--- config.mk ---
export PLATFORM = sky130hd
export DESIGN_NAME = input_debouncer_2ch
export DESIGN_NICKNAME = d
export VERILOG_FILES = /design/src/rtl/fsm_pkg.sv /design/src/rtl/debounce_channel.sv /design/src/rtl/input_debouncer_2ch.sv
export SDC_FILE = /design/constraint.sdc
export NUM_CORES = 1
export LEC_CHECK = 0
export BUFFER_PORTS_ARGS = -buffer_cell sky130_fd_sc_hd__clkbuf_2
export CAP_MARGIN = 15
export CORE_MARGIN = 2
export CORE_UTILIZATION = 47
export DETAILED_ROUTE_END_ITERATION = 12
export GPL_ROUTABILITY_DRIVEN = 1
export MAX_ROUTING_LAYER = met4
export PLACE_DENSITY = 0.74
export SETUP_SLACK_MARGIN = 0.05
export SYNTH_ARGS = -nofsm -noshare
export SYNTH_HDL_FRONTEND = slang
export SYNTH_HIERARCHICAL = 1
export SYNTH_SLANG_ARGS = --single-unit
--- constraint.sdc ---
create_clock -name clk -period 4.6 [get_ports clk]
set_input_delay 0.92 -clock clk [delete_from_list [all_inputs] [get_ports clk]]
set_output_delay 0.92 -clock clk [all_outputs]
set_load 0.05 [all_outputs]
--- src/rtl/fsm_pkg.sv ---
`default_nettype none
// ============================================================================
// Module   : fsm_pkg
// Brief    : Shared types and defaults for the two-channel input debouncer.
// Revision : 1.0 - initial release
// ============================================================================
package fsm_pkg;

    typedef enum logic [1:0] {
        DB_ZERO  = 2'd0,
        DB_WAIT1 = 2'd1,
        DB_ONE   = 2'd2,
        DB_WAIT0 = 2'd3
    } db_state_t;

    // 10 ms settle window at a 100 MHz system clock
    localparam int DB_CYCLES_100MHZ    = 1000000;
    localparam int SYNC_STAGES_DEFAULT = 2;

endpackage
`default_nettype wire

--- src/rtl/debounce_channel.sv ---
`default_nettype none
// ============================================================================
// Module   : debounce_channel
// Brief    : One input: synchronizer, 4-state debounce FSM, stability counter,
//            registered level and one-cycle rising-edge tick.
// Revision : 1.0 - initial release
// ============================================================================
module debounce_channel
    import fsm_pkg::*;
#(
    parameter int DB_CYCLES   = DB_CYCLES_100MHZ,
    parameter int SYNC_STAGES = SYNC_STAGES_DEFAULT
) (
    input  logic clk,
    input  logic reset,
    input  logic raw,
    output logic level,
    output logic tick
);

    localparam int                 c_CNT_W    = $clog2(DB_CYCLES);
    localparam logic [c_CNT_W-1:0] c_CNT_LOAD = c_CNT_W'(DB_CYCLES - 1);

    logic [SYNC_STAGES-1:0] r_sync;
    logic                   w_sync_in;

    db_state_t              r_state;
    db_state_t              w_state_nxt;
    logic [c_CNT_W-1:0]     r_cnt;
    logic [c_CNT_W-1:0]     w_cnt_nxt;
    logic                   r_level;
    logic                   r_tick;
    logic                   w_level_nxt;
    logic                   w_tick_nxt;

    always_ff @(posedge clk or negedge reset) begin
        if (!reset) begin
            r_sync <= '0;
        end else begin
            r_sync <= {r_sync[SYNC_STAGES-2:0], raw};
        end
    end

    assign w_sync_in = r_sync[SYNC_STAGES-1];

    always_ff @(posedge clk or negedge reset) begin
        if (!reset) begin
            r_state <= DB_ZERO;
            r_cnt   <= '0;
            r_level <= 1'b0;
            r_tick  <= 1'b0;
        end else begin
            r_state <= w_state_nxt;
            r_cnt   <= w_cnt_nxt;
            r_level <= w_level_nxt;
            r_tick  <= w_tick_nxt;
        end
    end

    // Any return to the current level abandons the wait; re-entry reloads the counter.
    always_comb begin
        w_state_nxt = r_state;
        w_cnt_nxt   = r_cnt;
        case (r_state)
            DB_ZERO: begin
                if (w_sync_in) begin
                    w_state_nxt = DB_WAIT1;
                    w_cnt_nxt   = c_CNT_LOAD;
                end
            end
            DB_WAIT1: begin
                if (!w_sync_in) begin
                    w_state_nxt = DB_ZERO;
                end else if (r_cnt == '0) begin
                    w_state_nxt = DB_ONE;
                end else begin
                    w_cnt_nxt = r_cnt - 1'b1;
                end
            end
            DB_ONE: begin
                if (!w_sync_in) begin
                    w_state_nxt = DB_WAIT0;
                    w_cnt_nxt   = c_CNT_LOAD;
                end
            end
            DB_WAIT0: begin
                if (w_sync_in) begin
                    w_state_nxt = DB_ONE;
                end else if (r_cnt == '0) begin
                    w_state_nxt = DB_ZERO;
                end else begin
                    w_cnt_nxt = r_cnt - 1'b1;
                end
            end
            default: begin
                w_state_nxt = DB_ZERO;
            end
        endcase
    end

    // Tick only on a completed rise; a bounce back from WAIT0 is not a new press.
    always_comb begin
        w_level_nxt = (w_state_nxt == DB_ONE) || (w_state_nxt == DB_WAIT0);
        w_tick_nxt  = (r_state == DB_WAIT1) && (w_state_nxt == DB_ONE);
    end

    assign level = r_level;
    assign tick  = r_tick;

endmodule
`default_nettype wire

--- src/rtl/input_debouncer_2ch.sv ---
`default_nettype none
// ============================================================================
// Module   : input_debouncer_2ch
// Brief    : Two independent debounce channels producing clean levels a/b and
//            rising-edge ticks for the downstream control FSM.
// Revision : 1.0 - initial release
// ============================================================================
module input_debouncer_2ch
    import fsm_pkg::*;
#(
    parameter int DB_CYCLES   = DB_CYCLES_100MHZ,
    parameter int SYNC_STAGES = SYNC_STAGES_DEFAULT
) (
    input  logic clk,
    input  logic reset,
    input  logic sw_a_raw,
    input  logic sw_b_raw,
    output logic a,
    output logic b,
    output logic a_tick,
    output logic b_tick
);

    debounce_channel #(
        .DB_CYCLES   (DB_CYCLES),
        .SYNC_STAGES (SYNC_STAGES)
    ) u_ch_a (
        .clk   (clk),
        .reset (reset),
        .raw   (sw_a_raw),
        .level (a),
        .tick  (a_tick)
    );

    debounce_channel #(
        .DB_CYCLES   (DB_CYCLES),
        .SYNC_STAGES (SYNC_STAGES)
    ) u_ch_b (
        .clk   (clk),
        .reset (reset),
        .raw   (sw_b_raw),
        .level (b),
        .tick  (b_tick)
    );

endmodule
`default_nettype wire
# Yosys cells after proc, flatten, opt, wreduce, memory -nomap -nowiden
# Index checks and enable logic that the tools add are counted.
dict set report word_totals {
  regBits 52
}
dict set report op_classes {
  n_mux 26
  n_reduce_logical 10
  n_addsub 2
  eq_ne 18
}
# operator n
set ops {}
lappend ops {{$mux 20} 10}
lappend ops {{$pmux 20 s4} 2}
lappend ops {{$logic_not 20->1} 2}
lappend ops {{$sub 20x1->20 const B} 2}
lappend ops {{$mux 2} 12}
lappend ops {{$eq 2x2->1 const B} 8}
lappend ops {{$pmux 2 s4} 2}
lappend ops {{$ne 2x1->1 const B} 4}
lappend ops {{$ne 2x2->1 const B} 4}
lappend ops {{$reduce_and 4->1} 2}
lappend ops {{$eq 2x1->1 const B} 2}
lappend ops {{$logic_not 2->1} 2}
lappend ops {{$logic_and 1x1->1} 2}
lappend ops {{$logic_or 1x1->1} 2}

# Depth between registers and ports, before layout
# Gate-level depths: netlist of the first run.
dict set report logic_depth {
  ltp_word 6
  ltp_mapped 9
  ltp_nobuf 8
}

# Hierarchy
# The synthesis of the first run kept the hierarchy.
# mod seq_area_each_um2 area_each_um2 instances cells_per_inst
set modules_own_cells {}
lappend modules_own_cells {{debounce_channel (u_ch_a)} 625.6 1477.7 1 158}
lappend modules_own_cells {{debounce_channel (u_ch_b)} 625.6 1393.8 1 149}

# Worst setup path before layout of the first run
# Ideal clock, no wire load.
dict set report synth_timing {
  path_type {flip-flop to flip-flop}
  startpoint {register u_ch_a.r_cnt[0]}
  endpoint {register u_ch_a.r_cnt[1]}
  setup_ps 125
  path_slack_ps 2084
  arrival_ps 2391
  t_required_ps 4475
  stages_incl_launch_ff 10
  path_buffers 2
  cell_sequence {dfrtp_1 > inv_1 > ha_1 > or4b_4 > buf_6 > or4b_4 > buf_6 > o21ai_4 > inv_4 > mux2_4}
}
dict set report synth_between {
  elab_chain_len 4
  elab_cells_between_ends 6
}
# element line_no
set synth_rtl {}
lappend synth_rtl {{from (decl)} debounce_channel.sv:29} ;# logic [c_CNT_W-1:0] r_cnt;
lappend synth_rtl {{from (signal assigned)} debounce_channel.sv:54} ;# r_cnt <= w_cnt_nxt;
lappend synth_rtl {{$sub 20x1->20 / $logic_not 20->1 (equally long branches)} -}
lappend synth_rtl {{$mux 20 *} {debounce_channel.sv:74, debounce_channel.sv:89}}
lappend synth_rtl {{$mux 20, on equally long branches} {debounce_channel.sv:87, debounce_channel.sv:72}}
lappend synth_rtl {{$pmux 20 s4 *} debounce_channel.sv:64} ;# case (r_state)
# Mark *: on every way between the ends. The rest lies on a longest branch, timed or not. The select of a mux whose other input is x is not followed.
# A chain may end at the register's enable or synchronous reset.

# Worst setup path after layout of the first run
dict set report layout_timing {
  startpoint {register u_ch_b.r_cnt[0]}
  endpoint {register u_ch_b.r_cnt[15]}
}
dict set report layout_between {
  elab_chain_len 4
  elab_cells_between_ends 6
}
# element line_no
set layout_rtl {}
lappend layout_rtl {{from (decl)} debounce_channel.sv:29}
lappend layout_rtl {{from (signal assigned)} debounce_channel.sv:54}
lappend layout_rtl {{$sub 20x1->20 / $logic_not 20->1 (equally long branches)} -}
lappend layout_rtl {{$mux 20 *} {debounce_channel.sv:74, debounce_channel.sv:89}}
lappend layout_rtl {{$mux 20, on equally long branches} {debounce_channel.sv:87, debounce_channel.sv:72}}
lappend layout_rtl {{$pmux 20 s4 *} debounce_channel.sv:64}
# Marked as above.

==> implementation parameters, run 1 <==
Parameter                              Value

Final layout
  Area Growth Syn to Fin ... 6.231%
  Diode count ... 0
  Filler Cells Inserted ... between 500 and 600
  Commonest non-fill, non-tap cells in the layout ... sky130_fd_sc_hd__dfrtp_1, sky130_fd_sc_hd__nor2_1, sky130_fd_sc_hd__o21ai_0
  Share of layout cells above drive strength 1 ... 0.1323
  Footprint of the multi-input gates ... around 1500 um2
  Sequential cell area in the final layout ... between 1000 and 1500 um2
  Most common library cell in the layout ignoring fill and taps ... sky130_fd_sc_hd__dfrtp_1
  Net total in the final layout ... between 300 and 400

Power and ir drop
  Sequential fraction of design power ... 0.552
  Sw power ... 274.4 uW
  Switching share of power ... 0.2845
  Total power density per cell area ... approximately 320 nW/um2
  Int Pwr ... just under 700 uW
  IR drop worst, VDD ... 0.2145 mV
  LEAKAGE ... 0.001232 uW
  Comb pwr share ... 0.127
  Share of total power in the clock network ... 0.321

Clock tree
  CTS tree ... yes
  Hold bufs inserted after CTS ... 0
  CTS resizes ... 0
  Number of buffers inserted by post-CTS setup repair ... 0
  Longest Clk Path Bufs ... 2
  Number of buffers inserted during clock tree synthesis ... 5
  Clock root buffer ... sky130_fd_sc_hd__clkbuf_8
  Max H-tree Level ... 2
  Clock network latency to the later pin of the worst-skew pair ... approximately 0.30 ns
  Worst-path clk slew ... around 0.09 ns
  Count of clock tree sinks ... 50

Global routing
  Total global-route track usage ... 0.1984
  Pin count of the biggest net entering global routing ... 51
  Total overflow reported by the global router ... 0
  Number of global-route vias before repair ... ~2,300
  First-pass GRT wire length ... between 10 and 15 mm
  Antenna violations before repair ... 0

Floorplanning
  I/O pin cnt ... 8
  Core ar. ... between 5000 and 6000 um2
  Initial Util ... 0.4850
  Full die area ... 6751 um2
  Std cell rows ... 28
  Die extent in y ... 82.17 um
  Die width ... 82.17 um

Worst setup path
  Origin of the critical flop-to-flop path ... u_ch_b/r_cnt[0]
  Max incr delay on CP ... around 0.76 ns
  Worst Reg2Reg Path Length in Cells ... 7
  Reg-to-reg setup timing slack ... ~1.8 ns
  Critical-path maximum fanout ... 12
  Critical Path Source Type ... register
  Worst EP required ... between 4 and 5 ns
  Slowest-stage cell, CP ... sky130_fd_sc_hd__o21ai_1
  Reg2reg end ... u_ch_b/r_cnt[15]
  Element type at the critical path end ... register
  Critical-path cell list ... inv_1, ha_1, nor4b_2, nand4_2, o21ai_1, inv_2, a32o_1
  Worst setup path class ... register to register
  Worst EP arrival ... slightly below 3 ns

Yosys
  Primary FF master, synth ... sky130_fd_sc_hd__dfrtp_1
  Register area share after synthesis ... 0.4357
  Distinct cell type count of the synthesized netlist ... 65
  Post-synthesis net count ... ~310
  Yosys warning count ... 6
  Mapped Avg Cell Area ... 9.353 um2
  Synth Register Bits ... 50
  Synthesized area ... 2872 um2
  Synthesized netlist cell count ... a little over 300
  Number of flops mapped to enable cells by yosys ... 0
  Share of flip-flops with an asynchronous set or reset after synthesis ... 1.000

STA
  Clock tree skew after final layout ... between 0.005 and 0.006 ns
  Worst slew margin ... 0.1976
  Count of pins over their slew limit ... 0
  Final Cycle Share ... 0.6049
  Final TNS setup ... 0 ns
  Setup violators final ... 0
  Achievable Freq ... 359.4 MHz
  RSZ-0062 raised after global routing ... no
  Minimum setup slack in the final design ... between 1.5 and 2 ns
  Minimum clock period ... between 2 and 3 ns
  Final-report hold violation count ... 0
  Actual transition at the worst max-transition pin ... 1.199 ns

Place
  Count of buffers from port buffering ... 7
  Routability congestion estimate ... 0.8941
  Pre-CTS setup slack ... 1.863 ns
  Total half-perimeter wirelength after legalization and detailed placement ... 3.981 mm

Routing
  Vias after detailed routing ... between 2,000 and 2,500
  Detailed router's first-iteration violation count ... 152
  Residual DRC ... 0
  Via count normalized by instance count ... roughly 6.4
  First drt pass iteration count ... 4
  Total length of routed wires ... between 6 and 7 mm
  Count of nets left with antenna violations after detail routing ... 0
  Routed wire length per instance ... 15.63 um

Run status
  Outcome ... complete, no violations

Hold path
  Worst Hold Endpoint ... u_ch_b/r_sync[1]
  HP Start ... u_ch_b/r_sync[0]
  Hold Path Depth ... 0
  Min-delay worst type ... register to register

Flow run
  Maxcap violations ... 0
synthesized netlist by cell type (6+ instances only):
cell / number / area (um2)
sky130_fd_sc_hd__or3_1: 7 / 43.79
sky130_fd_sc_hd__inv_1: 18 / 67.56
sky130_fd_sc_hd__a31oi_1: 10 / 62.56
sky130_fd_sc_hd__clkbuf_1: 11 / 41.29
sky130_fd_sc_hd__nor4_1: 11 / 68.82
sky130_fd_sc_hd__nor3_1: 10 / 50.05
sky130_fd_sc_hd__dfrtp_1: 50 / 1251
sky130_fd_sc_hd__o211ai_1: 6 / 45.04
sky130_fd_sc_hd__o21ai_0: 22 / 110.1
sky130_fd_sc_hd__a21oi_1: 9 / 45.04
sky130_fd_sc_hd__nor2_1: 24 / 90.09
sky130_fd_sc_hd__or4_1: 7 / 52.55
sky130_fd_sc_hd__nand3_1: 11 / 55.05
sky130_fd_sc_hd__nand2_1: 20 / 75.07
sky130_fd_sc_hd__nand4_1: 6 / 37.54
worst max-delay path, delay by kind of cell (launching register included):
kind            cells  cell delay (ns)
simple gates        2             0.73
buf+inv             2             0.29
compound gates      2             1.07
flops               1             0.41
fa+ha+maj           1             0.17
metrics by stage:
| step | cell area [um2] | power [uW] | hold slack, ns | instances | util |
|---|---|---|---|---|---|
| floorplan | 2872 | 624.8 | 0.3312 | 307 | - |
| global placement | 2940 | 658.4 | 0.3320 | 377 | 0.4966 |
| detailed placement | 2940 | 661.6 | 0.3451 | 377 | 0.4966 |
| CTS | 3050 | 971.8 | 0.3663 | 385 | 0.5152 |
| global route | 3050 | 1013 | 0.3704 | 385 | 0.5152 |
| finish | 3050 | 964.6 | 0.3611 | 385 | 0.5152 |
state kept, by name (all words and copies together), names as in the netlist:
| register | count |
|---|---|
| u_ch_a/level | 1 |
| u_ch_a/r_cnt | 20 |
| u_ch_a/r_state | 1 |
| u_ch_a/r_sync | 2 |
| u_ch_a/tick | 1 |
| u_ch_b/level | 1 |
| u_ch_b/r_cnt | 20 |
| u_ch_b/r_state | 1 |
| u_ch_b/r_sync | 2 |
| u_ch_b/tick | 1 |
layer usage:
layer  vias up  share of wire  GRT usage  wire length [um]
li1       1178              -          -                 -
met1      1198           0.46     0.2535              2740
met4         0          0.019    0.06167               116
met5         -              0          -                 0
met2        77           0.48     0.3252              2912
met3        14          0.042    0.03261               250
final cells by class:
cell class,instances,area share
Multi-Input combinational cell,222,0.4787
Sequential cell,50,0.4102
Tap cell,75,0.03076
Inverter,20,0.02543
Clock buffer,6,0.02379
Timing Repair Buffer,10,0.01887
Clock inverter,2,0.01231
power groups by stage:
stage / Sequential [uW] / Clock [uW] / Combinational, uW
final: 533 / 310 / 122
after global routing: 540 / 331 / 141
after CTS: 531 / 318 / 123
after detailed placement: 538 / 0 / 123
after global placement: 537 / 0 / 121
after floorplan: 522 / 0 / 103
worst max-delay path by stage:
stage                    startpoint               end  slack [ns]  cells past startpoint
global route        u_ch_b/r_cnt[0]  u_ch_b/r_cnt[15]        1.56                      7
CTS                 u_ch_b/r_cnt[0]  u_ch_b/r_cnt[15]        1.85                      7
detailed placement  u_ch_b/r_cnt[0]  u_ch_b/r_cnt[15]        1.86                      7
floorplan           u_ch_a/r_cnt[0]   u_ch_a/r_cnt[1]        2.08                      9
finish              u_ch_b/r_cnt[0]  u_ch_b/r_cnt[15]        1.82                      7
global placement    u_ch_b/r_cnt[0]  u_ch_b/r_cnt[15]        1.95                      7
logic make-up (layout without fill, tap and decap cells):
group / Yosys count / after routing / synth area share
xor+xnor: 4 / 4 / 0.01220
buf+inv: 35 / 38 / 0.05577
mux: 5 / 5 / 0.02048
flops: 50 / 50 / 0.4357
fa+ha+maj: 2 / 2 / 0.008713
simple gates: 123 / 123 / 0.2506
compound gates: 88 / 88 / 0.2166
No activity file was read; power rests on OpenSTA's default activity.
==> run 2: changes to the inputs <==
- PLACE_DENSITY: 0.74 -> 0.76
- clock period: 4.6 -> 2.4 ns (I/O delays scaled with it)
==> run 2 against run 1 <==
Combinational power increased by 140%. Global-route usage increased by 2.6 points. Clock skew increased by 0.0013 ns. Die area unchanged. Wire length increased by 11%. Sequential cell count unchanged. Non-clock buffer count increased by 26. Worst setup slack got worse by 1.8 ns. Utilization increased by 4.0 points. Largest cell class unchanged. Highest routed layer unchanged.
==> implementation parameters, run 2 (same netlist as run 1, synthesis figures left out) <==
Parameter                              Value

Run status
  Outcome ... complete, no violations (unchanged)

Final layout
  Area Growth Syn to Fin ... 14.42% (was 6.231%)
  Final core utilization ... 0.5549 (was 0.5152)
  Regs by FF count ... u_ch_a/r_cnt (20), u_ch_b/r_cnt (20) (unchanged)
  Commonest non-fill, non-tap cells in the layout ... sky130_fd_sc_hd__dfrtp_1, sky130_fd_sc_hd__buf_4, sky130_fd_sc_hd__nor2_1 (was sky130_fd_sc_hd__dfrtp_1, sky130_fd_sc_hd__nor2_1, sky130_fd_sc_hd__o21ai_0)
  Net total in the final layout ... 341 (was 315)
  Filler Cells Inserted ... 519 (was 533)
  Diode count ... 0 (unchanged)
  Most common library cell in the layout ignoring fill and taps ... sky130_fd_sc_hd__dfrtp_1 (unchanged)
  Share of layout cells above drive strength 1 ... 0.2202 (was 0.1323)

Global routing
  Antenna violations before repair ... 0 (unchanged)
  Pin count of the biggest net entering global routing ... 31 (was 51)
  Number of global-route vias before repair ... 2,413 (was 2,274)
  First-pass GRT wire length ... 11.30 mm (was 10.27 mm)
  Total overflow reported by the global router ... 0 (unchanged)
  Total global-route track usage ... 0.2239 (was 0.1984)

Clock tree
  Longest Clk Path Bufs ... 2 (unchanged)
  Hold bufs inserted after CTS ... 0 (unchanged)
  Worst-path clk slew ... 0.10 ns (was 0.09 ns)
  Clock root buffer ... sky130_fd_sc_hd__clkbuf_8 (unchanged)
  Clock network latency to the later pin of the worst-skew pair ... 0.32 ns (was 0.30 ns)
  Count of clock tree sinks ... 50 (unchanged)
  CTS tree ... yes (unchanged)
  Number of buffers inserted during clock tree synthesis ... 5 (unchanged)
  Max H-tree Level ... 2 (unchanged)

STA
  Setup violators final ... 0 (unchanged)
  Achievable Freq ... 428.2 MHz (was 359.4 MHz)
  Count of pins over their slew limit ... 0 (unchanged)
  Minimum clock period ... 2.335 ns (was 2.782 ns)
  Final Cycle Share ... 0.9730 (was 0.6049)
  Actual transition at the worst max-transition pin ... 0.7325 ns (was 1.199 ns)
  Worst slew margin ... 0.5082 (was 0.1976)
  Minimum setup slack in the final design ... 0.06470 ns (was 1.818 ns)
  Final-report hold violation count ... 0 (unchanged)
  Clock tree skew after final layout ... 0.006730 ns (was 0.005437 ns)
  RSZ-0062 raised after global routing ... yes (was no)

Floorplanning
  I/O pin cnt ... 8 (unchanged)
  Die width ... 82.17 um (unchanged)
  Full die area ... 6751 um2 (unchanged)
  Core ar. ... 5921 um2 (unchanged)
  Die extent in y ... 82.17 um (unchanged)
  Std cell rows ... 28 (unchanged)
  Initial Util ... 0.4850 (unchanged)

Worst setup path
  Launch point of the worst path ... u_ch_a/r_cnt[0] (was u_ch_b/r_cnt[0])
  Worst setup path class ... register to register (unchanged)
  Worst Reg2Reg Path Length in Cells ... 7 (unchanged)
  Reg-to-reg setup timing slack ... 0.06 ns (was 1.82 ns)
  Element type at the critical path end ... register (unchanged)
  Origin of the critical flop-to-flop path ... u_ch_a/r_cnt[0] (was u_ch_b/r_cnt[0])
  Critical Path Source Type ... register (unchanged)
  Worst EP arrival ... 2.55 ns (was 2.98 ns)
  Worst EP required ... 2.61 ns (was 4.79 ns)
  Critical-path maximum fanout ... 7 (was 12)
  Reg2reg end ... u_ch_a/r_cnt[1] (was u_ch_b/r_cnt[15])

Place
  Total half-perimeter wirelength after legalization and detailed placement ... 4.656 mm (was 3.981 mm)
  Routability congestion estimate ... 0.9003 (was 0.8941)
  Pre-CTS setup slack ... 0.03540 ns (was 1.863 ns)
  Count of buffers from port buffering ... 7 (unchanged)

Power and ir drop
  IR drop worst, VDD ... 0.4775 mV (was 0.2145 mV)
  Pwr Total ... 1860 uW (was 964.6 uW)
  Total power density per cell area ... 566.2 nW/um2 (was 316.2 nW/um2)
  LEAKAGE ... 0.001383 uW (was 0.001232 uW)

Routing
  Detailed router's first-iteration violation count ... 168 (was 152)
  Total length of routed wires ... 6.671 mm (was 6.019 mm)
  Count of nets left with antenna violations after detail routing ... 0 (unchanged)
  Residual DRC ... 0 (unchanged)
  Via count normalized by instance count ... 6.226 (was 6.408)
  Routed wire length per instance ... 16.23 um (was 15.63 um)
  Vias after detailed routing ... 2,559 (was 2,467)
  First drt pass iteration count ... 5 (was 4)

Hold path
  Min-delay worst type ... primary input to async pin (was register to register)

Flow run
  Maxcap violations ... 0 (unchanged)
==> run 2: timing repair <==
action	4_1_cts	5_1_grt
pin swaps	2	2
endpoints found under the setup margin	3	12
gates resized for setup	1	6
setup buffers	3	3
hold endpoints to repair	0	0
gates cloned	0	0
==> run 2: stage by stage <==
stage	instance area (um2)	TNS [ns]	hold slack, ns	instances
floorplan	2874	-0.1385	0.1844	307
global placement	3105	0	0.3350	397
detailed placement	3105	0	0.3378	397
CTS	3229	0	0.1534	408
global route	3286	-0.002800	0.1794	411
finish	3286	0	0.1376	411
==> run 2: power breakdown <==
part	switching, uW	leakage [uW]	internal (uW)
Clock	325	0.0000506	219
Combinational	166	0.000753	131
Sequential	106	0.000579	913
==> run 2: worst max-delay path by stage <==
stage                 endpoint  depth (start not counted)
2_1_floorplan  u_ch_a/r_cnt[1]                          9
5_1_grt        u_ch_a/r_cnt[1]                          7
4_1_cts        u_ch_a/r_cnt[1]                          7
3_5_place_dp   u_ch_a/r_cnt[1]                          5
6_report       u_ch_a/r_cnt[1]                          7
3_3_place_gp   u_ch_a/r_cnt[1]                          5
==> run 2: final cells by class <==
class / count / area, um2 / share of cell area
flip-flops and latches: 50 / 1251 / 0.3808
well taps: 75 / 93.84 / 0.02856
repair buffers: 36 / 265.3 / 0.08073
inverters: 20 / 77.57 / 0.02361
multi-input cells: 222 / 1500 / 0.4566
clock buffers: 5 / 68.82 / 0.02094
clock inverters: 3 / 28.78 / 0.008759
==> run 2: layer usage <==
layer | vias to the layer above | GRT usage | wire length, um
li1 | 1230 | - | -
met4 | 0 | 0.09000 | 105
met2 | 73 | 0.3732 | 3310
met1 | 1247 | 0.2755 | 2991
met5 | - | - | 0
met3 | 9 | 0.03152 | 263
==> run 2: critical path: stages (launching register included) <==
cell and delay [ns]:
sky130_fd_sc_hd__dfrtp_1 0.43, sky130_fd_sc_hd__inv_1 0.07, sky130_fd_sc_hd__ha_2 0.16, sky130_fd_sc_hd__or4b_4 0.46
sky130_fd_sc_hd__or4b_4 0.56, sky130_fd_sc_hd__o21ai_4 0.18, sky130_fd_sc_hd__inv_4 0.07, sky130_fd_sc_hd__mux2_4 0.29
